<file path="config.mk">
export PLATFORM = sky130hd
export DESIGN_NAME = vrp_disp_idx
export DESIGN_NICKNAME = d
export VERILOG_FILES = /design/src/rtl/vrp_disp_pkg.sv /design/src/rtl/vrp_disp_fifo.sv /design/src/rtl/vrp_disp_idx.sv
export SDC_FILE = /design/constraint.sdc
export NUM_CORES = 1
export LEC_CHECK = 0
export CORE_MARGIN = 2
export CORE_UTILIZATION = 50
export DETAILED_ROUTE_END_ITERATION = 8
export PLACE_DENSITY = 0.7
export RECOVER_POWER = 50
export SLEW_MARGIN = 20
export SYNTH_ARGS = -nofsm -noshare
export SYNTH_HDL_FRONTEND = slang
export SYNTH_HIERARCHICAL = 1
export SYNTH_SLANG_ARGS = --single-unit
</file>
<file path="constraint.sdc">
create_clock -name clk -period 3 [get_ports clk]
set_input_delay 0.6 -clock clk [delete_from_list [all_inputs] [get_ports clk]]
set_output_delay 0.6 -clock clk [all_outputs]
set_load 0.02 [all_outputs]
</file>
<file path="src/rtl/vrp_disp_pkg.sv">
// Shared sizing for the VRP dispatcher: default channel FIFO depth and the
// pointer/count width helpers used by the arbiter and dispatcher alike.
package vrp_disp_pkg;

   localparam int DISP_DEPTH     = 2;
   localparam int DISP_BIN_WIDTH = 4;

   function automatic int ptr_width(input int depth);
      return (depth > 1) ? $clog2(depth) : 1;
   endfunction

   function automatic int cnt_width(input int depth);
      return $clog2(depth) + 1;
   endfunction

endpackage

</file>
<file path="src/rtl/vrp_disp_fifo.sv">
// Single-channel DEPTH-entry FIFO used once per dispatcher output channel.
// Pushes into a full FIFO and pops from an empty one are ignored.
module vrp_disp_fifo
   import vrp_disp_pkg::*;
#(
   parameter type pld_t = logic,
   parameter int  DEPTH = DISP_DEPTH,
   localparam int PW    = ptr_width(DEPTH),
   localparam int CW    = cnt_width(DEPTH)
) (
   input  logic          clk,
   input  logic          rst_n,
   input  logic          push,
   input  pld_t          push_pld,
   input  logic          pop,
   output pld_t          pop_pld,
   output logic [CW-1:0] cnt,
   output logic          full,
   output logic          empty
);

   logic [PW-1:0] wr_ptr;
   logic [PW-1:0] rd_ptr;
   logic          push_ok;
   logic          pop_ok;
   pld_t          mem [DEPTH];

   assign empty   = (cnt == '0);
   assign full    = (cnt == CW'(DEPTH));
   assign push_ok = push && !full;
   assign pop_ok  = pop && !empty;

   // NOTE: sequential state uses non-blocking assignments so every flop samples pre-edge values.
   always_ff @(posedge clk or negedge rst_n) begin
      if (!rst_n) begin
         wr_ptr <= '0;
         rd_ptr <= '0;
         cnt    <= '0;
      end else begin
         if (push_ok) wr_ptr <= wr_ptr + PW'(1);
         if (pop_ok)  rd_ptr <= rd_ptr + PW'(1);
         case ({push_ok, pop_ok})
            2'b10:   cnt <= cnt + CW'(1);
            2'b01:   cnt <= cnt - CW'(1);
            default: ;
         endcase
      end
   end

   // NOTE: payload storage has no reset; validity is carried entirely by cnt.
   always_ff @(posedge clk) begin
      if (push_ok) mem[wr_ptr] <= push_pld;
   end

   assign pop_pld = mem[rd_ptr];

endmodule

</file>
<file path="src/rtl/vrp_disp_idx.sv">
// Index-routed one-to-many dispatcher with a FIFO per output channel.
// Define VRP_DISP_BYPASS_EN to let a beat skip an empty, ready channel FIFO.
module vrp_disp_idx
   import vrp_disp_pkg::*;
#(
   parameter type pack_pld  = logic,
   parameter int  BIN_WIDTH = DISP_BIN_WIDTH,
   parameter int  DEPTH     = DISP_DEPTH,
   localparam int OH_WIDTH  = 1 << BIN_WIDTH,
   localparam int CW        = cnt_width(DEPTH)
) (
   input  logic                         clk,
   input  logic                         rst_n,
   input  logic                         in_vld,
   output logic                         in_rdy,
   input  pack_pld                      in_pld,
   input  logic [BIN_WIDTH-1:0]         in_idx,
   output logic [OH_WIDTH-1:0]          v_out_vld,
   input  logic [OH_WIDTH-1:0]          v_out_rdy,
   output pack_pld [OH_WIDTH-1:0]       v_out_pld,
   output logic                         idle
);

   logic [OH_WIDTH-1:0] sel;
   logic [OH_WIDTH-1:0] push;
   logic [OH_WIDTH-1:0] pop;
   logic [OH_WIDTH-1:0] full;
   logic [OH_WIDTH-1:0] empty;
   logic [CW-1:0]       cnt      [OH_WIDTH];
   pack_pld             fifo_pld [OH_WIDTH];
   logic                acc;
   logic                byp;

   assign sel    = OH_WIDTH'(1) << in_idx;
   // Ready looks only at occupancy, never at v_out_rdy, to keep the paths apart.
   assign in_rdy = !full[in_idx];
   assign acc    = in_vld && in_rdy;

`ifdef VRP_DISP_BYPASS_EN
   assign byp = in_vld && empty[in_idx] && v_out_rdy[in_idx];
`else
   assign byp = 1'b0;
`endif

   // NOTE: every output of this block gets a default first so no latch can be inferred.
   always_comb begin
      push      = sel & {OH_WIDTH{acc && !byp}};
      v_out_vld = '0;
      v_out_pld = '0;
      idle      = 1'b1;
      for (int k = 0; k < OH_WIDTH; k++) begin
         v_out_vld[k] = !empty[k] || (byp && sel[k]);
         v_out_pld[k] = (byp && sel[k]) ? in_pld : fifo_pld[k];
         idle         = idle && (cnt[k] == '0);
      end
      pop = v_out_vld & v_out_rdy;
   end

   for (genvar k = 0; k < OH_WIDTH; k++) begin : g_ch
      vrp_disp_fifo #(
         .pld_t (pack_pld),
         .DEPTH (DEPTH)
      ) u_fifo (
         .clk      (clk),
         .rst_n    (rst_n),
         .push     (push[k]),
         .push_pld (in_pld),
         .pop      (pop[k]),
         .pop_pld  (fifo_pld[k]),
         .cnt      (cnt[k]),
         .full     (full[k]),
         .empty    (empty[k])
      );
   end

endmodule

</file>
# After elaboration in Yosys (flattened, before gate mapping)
# Memory sizes are Yosys's and may differ from the RTL's.
# Index checks and enable logic that the tools add are counted.
# op_classes
muxes	50
bitwise	2
n_shift	1
n_reduce_logical	113
eq_ne	48
add_sub_neg	64
magnitude_cmp	1
# ops
cell	n
$eq A2 B2 Y1 const B	32
$pmux W2 S2	16
$logic_and A1 B1 Y1	48
$logic_not A1 Y1	33
$mux W1	33
$add A1 B1 Y1 const B	32
$add A2 B1 Y2 const B	16
$and A16 B16 Y16	2
$eq A2 B1 Y1 const B	16
$logic_not A2 Y1	16
$reduce_bool A2 Y1	16
$sub A2 B1 Y2 const B	16
$shl A1 B4 Y16 const A	1
$lt A4 B5 Y1 const B	1
$bmux W1 S4	1
# totals
n_memories	16
mem_bits_rw	32
register_bits	64
inputBits	24
word_cells	343
output_inout_bits	34
# mem_list
name	depth	word_bits	read_ports	rd_clocked_by_memory_dff	write_ports	line	rtl
g_ch[0].u_fifo.mem	2	1	1	0	1	vrp_disp_fifo.sv:26	pld_t mem [DEPTH];
g_ch[10].u_fifo.mem	2	1	1	0	1	vrp_disp_fifo.sv:26	
g_ch[11].u_fifo.mem	2	1	1	0	1	vrp_disp_fifo.sv:26	
g_ch[12].u_fifo.mem	2	1	1	0	1	vrp_disp_fifo.sv:26	
g_ch[13].u_fifo.mem	2	1	1	0	1	vrp_disp_fifo.sv:26	
g_ch[14].u_fifo.mem	2	1	1	0	1	vrp_disp_fifo.sv:26	
10 more memories	n/a	n/a	n/a	n/a	n/a	n/a	

# Logic depth before layout (Yosys ltp)
# Gate-level depths: netlist of run 1.
# depth
depth_word	16
ltp_mapped	10
depth_no_buf	10

# Modules after synthesis
# The synthesis of run 1 kept the hierarchy.
# by_module_without_submodules
module	cells_per_inst	seq_area_each_um2	area_per_inst_um2	instances
vrp_disp_fifo	21	160.2	267.8	16
vrp_disp_idx	76	0.0	491.7	1

# Worst setup path before layout of run 1
# OpenSTA, ideal clock, no wires.
# synth_timing
kind	input-to-reg
startpoint	in in_idx[0]
endpoint	reg g_ch[10].u_fifo.cnt[1]
setup_ns	0.079
arrival_time_ns	2.369
stages	8
setup_slack_ns	0.552
required_ns	2.921
path_cell_list	buf_6 > mux4_2 > or3b_4 > nor2_1 > nand2_1 > ha_1 > nor2_1 > xor2_1
# synth_via
elab_chain_cells	8
# synth_lines
element	line	rtl
start: declaration	vrp_disp_idx.sv:17	input logic [BIN_WIDTH-1:0] in_idx,
$bmux W1 S4	vrp_disp_idx.sv:36	assign in_rdy = !full[in_idx];
$mux W1 (not written as such)	vrp_disp_idx.sv:36	
$logic_not A1 Y1	vrp_disp_idx.sv:36	
$logic_and A1 B1 Y1	vrp_disp_idx.sv:37	assign acc = in_vld && in_rdy;
$and A16 B16 Y16 *	vrp_disp_idx.sv:47	push = sel & {OH_WIDTH{acc && !byp}};
net push[10]	vrp_disp_idx.sv:25	logic [OH_WIDTH-1:0] push;
$logic_and A1 B1 Y1 *	vrp_disp_fifo.sv:30	assign push_ok = push && !full;
$eq A2 B1 Y1 / $eq A2 B2 Y1 (equally long branches)	vrp_disp_fifo.sv:42	case ({push_ok, pop_ok})
$pmux W2 S2 / $reduce_bool A2 Y1 (equally long branches)	n/a	
end signal: assignment	vrp_disp_fifo.sv:43	2'b10: cnt <= cnt + CW'(1);
end signal: assignment	vrp_disp_fifo.sv:44	2'b01: cnt <= cnt - CW'(1);
end: declaration	vrp_disp_fifo.sv:17	output logic [CW-1:0] cnt,
# The timed path passes the listed nets; every way through them passes the cells marked *. The select of a mux whose other input is x is not followed.
# A chain may end at the register's enable or synchronous reset.

# Worst setup path after layout of run 1
# layout_timing
startpoint	reg g_ch[2].u_fifo.cnt[0]
endpoint	out idle
# layout_via
elab_chain_cells	15
# layout_lines
element	line	rtl
start: declaration	vrp_disp_fifo.sv:17	
start signal: assignment	vrp_disp_fifo.sv:43	
start signal: assignment	vrp_disp_fifo.sv:44	
$logic_not A2 Y1	vrp_disp_idx.sv:54	idle = idle && (cnt[k] == '0);
$logic_and A1 B1 Y1 (14 in a row)	vrp_disp_idx.sv:54	
end: declaration	vrp_disp_idx.sv:21	output logic idle
# No other way between the ends.

==> results of run 1 <==
[routing by layer]
metal,share of wire,track usage,wire (microns),vias up
li1,-,-,-,1528
met1,0.47,0.243,4180,1506
met2,0.49,0.324,4410,43
met3,0.026,0.0304,235,6
met4,0.0098,0.0686,87,0
met5,0,0,0,-
[where the power goes]
part	switching (mW)	internal, mW	total, mW
clock network	0.440	0.374	0.813
registers	0.505	1.83	2.34
logic	1.12	1.23	2.35
total	2.06	3.44	5.50
[Yosys cell counts, drive strengths merged]
cell     n  area [sq um]
nor2b   32           240
or3      1          6.26
nand2b  16           100
edfxtp  32           961
nor4     8          50.1
clkbuf   1          3.75
mux4     4          93.8
and3    16           100
nand2   16          60.1
ha      16           200
dfrtp   64          1600
nor2    65           244
nand4    2          12.5
nand3b   3          22.5
mux2    17           191
buf      1          11.3
xnor2   48           420
xor2    32           280
mux2i    2          20.0
nand3    1          5.00
inv     32           120
or3b     3          31.3
[final cells by class]
cell class	count	area, sq um	share of cell area
flip-flops and latches	96	2560	0.442
multi-input cells	282	2040	0.352
repair buffers	79	718	0.124
clock buffers	13	169	0.0292
well taps	129	161	0.0279
inverters	32	120	0.0207
clock inverters	3	25.0	0.00432
[per-stage QoR]
step,setup TNS [ns],area (sq um),power (mW),utilization
2_1_floorplan,0,4780,3.98,-
3_3_place_gp,-1.98,5650,4.67,0.612
3_5_place_dp,-3.43,5650,4.78,0.612
4_1_cts,0,5850,5.61,0.633
5_1_grt,0,5790,5.92,0.627
6_report,0,5790,5.50,0.627
[final timing paths]
path	start	endpoint
worst min-delay path	rst_n	g_ch[0].u_fifo/rd_ptr$_DFFE_PN0P_
worst max register to register	g_ch[7].u_fifo/cnt[0]$_DFFE_PN0P_	g_ch[4].u_fifo/cnt[1]$_DFFE_PN0P_
max in group asynchronous	rst_n	g_ch[12].u_fifo/wr_ptr$_DFFE_PN0N_
worst min register to register	g_ch[5].u_fifo/rd_ptr$_DFFE_PN0P_	g_ch[5].u_fifo/rd_ptr$_DFFE_PN0P_
worst max-delay path	g_ch[2].u_fifo/cnt[0]$_DFFE_PN0P_	idle
min in group clk	g_ch[5].u_fifo/rd_ptr$_DFFE_PN0P_	g_ch[5].u_fifo/rd_ptr$_DFFE_PN0P_
[worst max-delay path: stages, from the launching register on]
cell and delay, ns:
dfrtp_1 0.44, nor4_1 0.39, nand4_1 0.20, nor2_1 0.16, clkdlybuf4s50_1 0.62
[kinds of logic (layout without fill, tap and decap cells)]
group,after synthesis,in the layout,synth area share
xor+xnor,80,80,0.147
fa+ha+maj,16,16,0.0419
buf+inv,34,127,0.0283
flops,96,96,0.537
mux,23,23,0.0639
simple gates,163,163,0.183
[flip-flops by register name (all words and copies together) (netlist names)]
signal	cells
g_ch.u_fifo/mem	32
g_ch.u_fifo/rd_ptr	16
g_ch.u_fifo/wr_ptr	16
g_ch.u_fifo/cnt	32
[repair_timing]
action	in CTS	in global routing
endpoints found under the hold margin	0	0
endpoints found under the setup margin	1	0
gates resized for setup	4	0
==> qor.yml, run 1 <==
layout_commonest_cell: "nor2_1"
final.fill_count: 789
period_needed_ns: 2.76
track_usage: 0.189
status: "finished with violations"
grt_max_degree: 33
row_count: 35
overflow: 0
maxCapViolations: 1
fin_worst_skew_ns: 0.0144
io_pins: 58
final_cell_mix: "nor2_1 (65), dfrtp_1 (64), clkdlybuf4s50_1 (53)"
vias: 3083
antenna_left: 0
hpwlAfterDp_microns: 6770
rsz0062_at_grt: "no"
cts_made_buffers: 9
dp.cells: 618
cp_max_fo: 5
hold_violations: 0
start_kind: "register"
setup-violations-final: 0
syn_area_sq_um: 4780
first_global_vias: 3184
tightestPinTransition_ns: 1.65
powerDensity_nw_per_um2: 950
slew_headroom: -0.0988
floorplan.initialDensity: 0.517
drc: 0
r2r_setup_slack_ns: 0.43
drt_iter0_drc: 92
ctsHoldBuffers: 0
cts_max_path_buffers: 2
portBuffers: 57
path_class: "reg2out"
dieWidth_microns: 102
required_ns: 2.40
p_leak_nw: 2.47
ys_warn_count: 6
layout-drive-gt1-share: 0.115
vdd_drop_max_v: 0.000441
synthDistinctLibCells: 25
violations: "capacitance limit, slew limit"
viasPerCell: 4.86
area_growth_pct: 21.3
core_sq_um: 9240
synthesis.nets: 452
grt_pass1_wl_microns: 14900
wl_per_cell_microns: 14.1
path_clk_slew_ns: 0.09
first_pass_iters: 4
fin_ws_ns: 0.240
fin_crit_sh: 0.920
antenna_found_initial: 0
hold_slack_ns: 0.221
htreeDepth: 3
end_kind: "primary output"
ys_seq_area_frac: 0.537
preCtsSetupSlack_ns: -0.368
r2r_cells: 9
avgSynthCellArea_sq_um: 11.6
root_buffer: "clkbuf_8"
layout.cells.non_filler: 634
cts.sinks: 96
holdCritPathClass: "in2async"
syn_inst: 412
cts_setup_buffers: 0
ys_ff_latch: 96
tritoncts: "built"
max_freq_mhz: 362
insertion_delay_ns: 0.35
fin_nets: 540
drv_slew: 30
antenna_cells: 0
wl_microns: 8910
critical_path_arrival_ns: 2.16
gp_congestion: 0.793
die_h_microns: 102
die_area_sq_um: 10300
Power figures use the tool's default switching activity.
==> inputs of run 2 (changes only) <==
--- a/config.mk
+++ b/config.mk
@@ -5,6 +5,7 @@
 export SDC_FILE = /design/constraint.sdc
 export NUM_CORES = 1
 export LEC_CHECK = 0
+export ABC_CLOCK_PERIOD_IN_PS = 3000
 export CORE_MARGIN = 2
 export CORE_UTILIZATION = 50
 export DETAILED_ROUTE_END_ITERATION = 8
==> results of run 2 <==
Same layout as run 1: the final DEF is identical, and so are final timing and power.
==> inputs of run 3 (changes only) <==
--- a/config.mk
+++ b/config.mk
@@ -11,6 +11,7 @@
 export DETAILED_ROUTE_END_ITERATION = 8
 export PLACE_DENSITY = 0.7
 export RECOVER_POWER = 50
+export REMOVE_ABC_BUFFERS = 1
 export SLEW_MARGIN = 20
 export SYNTH_ARGS = -nofsm -noshare
 export SYNTH_HDL_FRONTEND = slang
==> qor.yml, run 3 (synthesis results as in run 1) <==
status: "finished with violations"
violations: "capacitance limit, slew limit"
tightestPinTransition_ns: 1.64
first_pass_iters: 4
slew_headroom: -0.0926
final_cell_mix: "nor2_1 (65), dfrtp_1 (64), clkdlybuf4s50_1 (53)"
drc: 0
dieWidth_microns: 102
clock_power_share: 0.153
portBuffers: 57
core_sq_um: 9240
cts.sinks: 96
maxCapViolations: 1
required_ns: 2.40
cts_max_path_buffers: 2
fin_crit_sh: 0.953
row_count: 35
cp_max_fo: 5
r2r_cells: 9
path_class: "reg2out"
period_needed_ns: 2.86
layout-drive-gt1-share: 0.113
track_usage: 0.183
io_pins: 58
critical_path_arrival_ns: 2.26
end_kind: "primary output"
power_frac_comb: 0.424
dp.cells: 616
fin_util: 0.627
min_to: "g_ch[4].u_fifo/rd_ptr$_DFFE_PN0P_"
powerDensity_nw_per_um2: 956
wl_microns: 8760
switching_power_mw: 2.06
die_h_microns: 102
dr_wl_met3_microns: 257
floorplan.initialDensity: 0.517
met1_length_microns: 4150
hold-path-cell-count: 1
holdCritPathClass: "reg2reg"
start_kind: "register"
wl_met2_microns: 4240
insertion_delay_ns: 0.36
cts_made_buffers: 9
seqPwrFrac: 0.423
min_from: "g_ch[4].u_fifo/rd_ptr$_DFFE_PN0P_"
multi_input_area_sq_um: 2040
ctsHoldBuffers: 0
tritoncts: "built"
vias: 3008
antenna_left: 0
layout_commonest_cell: "nor2_1"
grt_max_degree: 65
drt_iter0_drc: 73
htreeDepth: 3
p_int_mw: 3.47
hold_violations: 0
reg2reg_to: "g_ch[8].u_fifo/cnt[1]$_DFFE_PN0P_"
top_regs: "g_ch.u_fifo/cnt: 32 flops, g_ch.u_fifo/mem: 32 flops"
netSwitchingFraction: 0.372
rsz0062_at_grt: "no"
max_freq_mhz: 350
routed.top_layer: "met4"
overflow: 0
first_global_vias: 3046
setup-violations-final: 0
fin_nets: 538
finalPower_mw: 5.53
r2r_start: "g_ch[8].u_fifo/cnt[0]$_DFFE_PN0P_"
final-seq-area_sq_um: 2560
area_growth_pct: 21.2
antenna_cells: 0
drv_slew: 65
grt_pass1_wl_microns: 14400
r2r_setup_slack_ns: 0.43
fin_worst_skew_ns: 0.0129
viasPerCell: 4.76
path_clk_slew_ns: 0.09
hpwlAfterDp_microns: 6490
vdd_drop_max_v: 0.000416
gp_congestion: 0.734
wl_per_cell_microns: 13.9
layout.cells.non_filler: 632
die_area_sq_um: 10300
antenna_found_initial: 0
root_buffer: "clkbuf_8"
p_leak_nw: 2.47
final.fill_count: 756
## run 3: how the worst max path moves through the flow
stage / from / slack [ns] / end
4_1_cts: g_ch[3].u_fifo/cnt[0]$_DFFE_PN0P_ / 0.12 / idle
6_report: g_ch[3].u_fifo/cnt[0]$_DFFE_PN0P_ / 0.14 / idle
5_1_grt: g_ch[3].u_fifo/cnt[0]$_DFFE_PN0P_ / 0.008 / idle
3_5_place_dp: in_idx[0] / -0.35 / in_rdy
3_3_place_gp: in_idx[0] / -0.34 / in_rdy
2_1_floorplan: in_idx[0] / 0.68 / g_ch[10].u_fifo/cnt[1]$_DFFE_PN0P_
## run 3: layout make-up
type,count,area share
flip-flops and latches,96,0.443
inverters,32,0.0207
multi-input cells,282,0.352
well taps,129,0.0279
clock buffers,12,0.0251
repair buffers,77,0.122
clock inverters,4,0.00929
## run 3: worst max-delay path: stages, from the launching register on
cell,delay (ns)
dfrtp_1,0.44
nor4_1,0.46
nand4_1,0.21
nor2_1,0.17
clkdlybuf4s50_1,0.62
## run 3: timing repair
item | 4_1_cts | 5_1_grt
setup endpoints to repair | 1 | 0
setup buffers | 0 | 0
hold endpoints to repair | 0 | 0
gates resized for setup | 3 | 0
## run 3: stage by stage
| step | setup TNS (ns) | setup slack [ns] | hold slack (ns) | cell area, sq um |
|---|---|---|---|---|
| 6_report | 0 | 0.142 | 0.483 | 5790 |
| 5_1_grt | 0 | 0.00835 | 0.491 | 5790 |
| 4_1_cts | 0 | 0.125 | 0.453 | 5840 |
| 3_5_place_dp | -2.73 | -0.345 | 0.469 | 5640 |
| 3_3_place_gp | -1.63 | -0.342 | 0.464 | 5640 |
| 2_1_floorplan | 0 | 0.678 | 0.304 | 4760 |
## run 3: per-layer routing
layer / vias to the layer above / GRT usage
met5: - / 0
met4: 0 / 0.0686
met3: 8 / 0.0297
met2: 43 / 0.298
met1: 1438 / 0.248
li1: 1519 / -
## run 3: power groups by stage
stage | Sequential, mW | Combinational (mW) | Clock (mW)
after floorplan | 2.25 | 1.73 | 0
after global placement | 2.33 | 2.33 | 0
after detailed placement | 2.37 | 2.41 | 0
after CTS | 2.35 | 2.42 | 0.867
after global routing | 2.43 | 2.58 | 0.920
final | 2.34 | 2.34 | 0.847
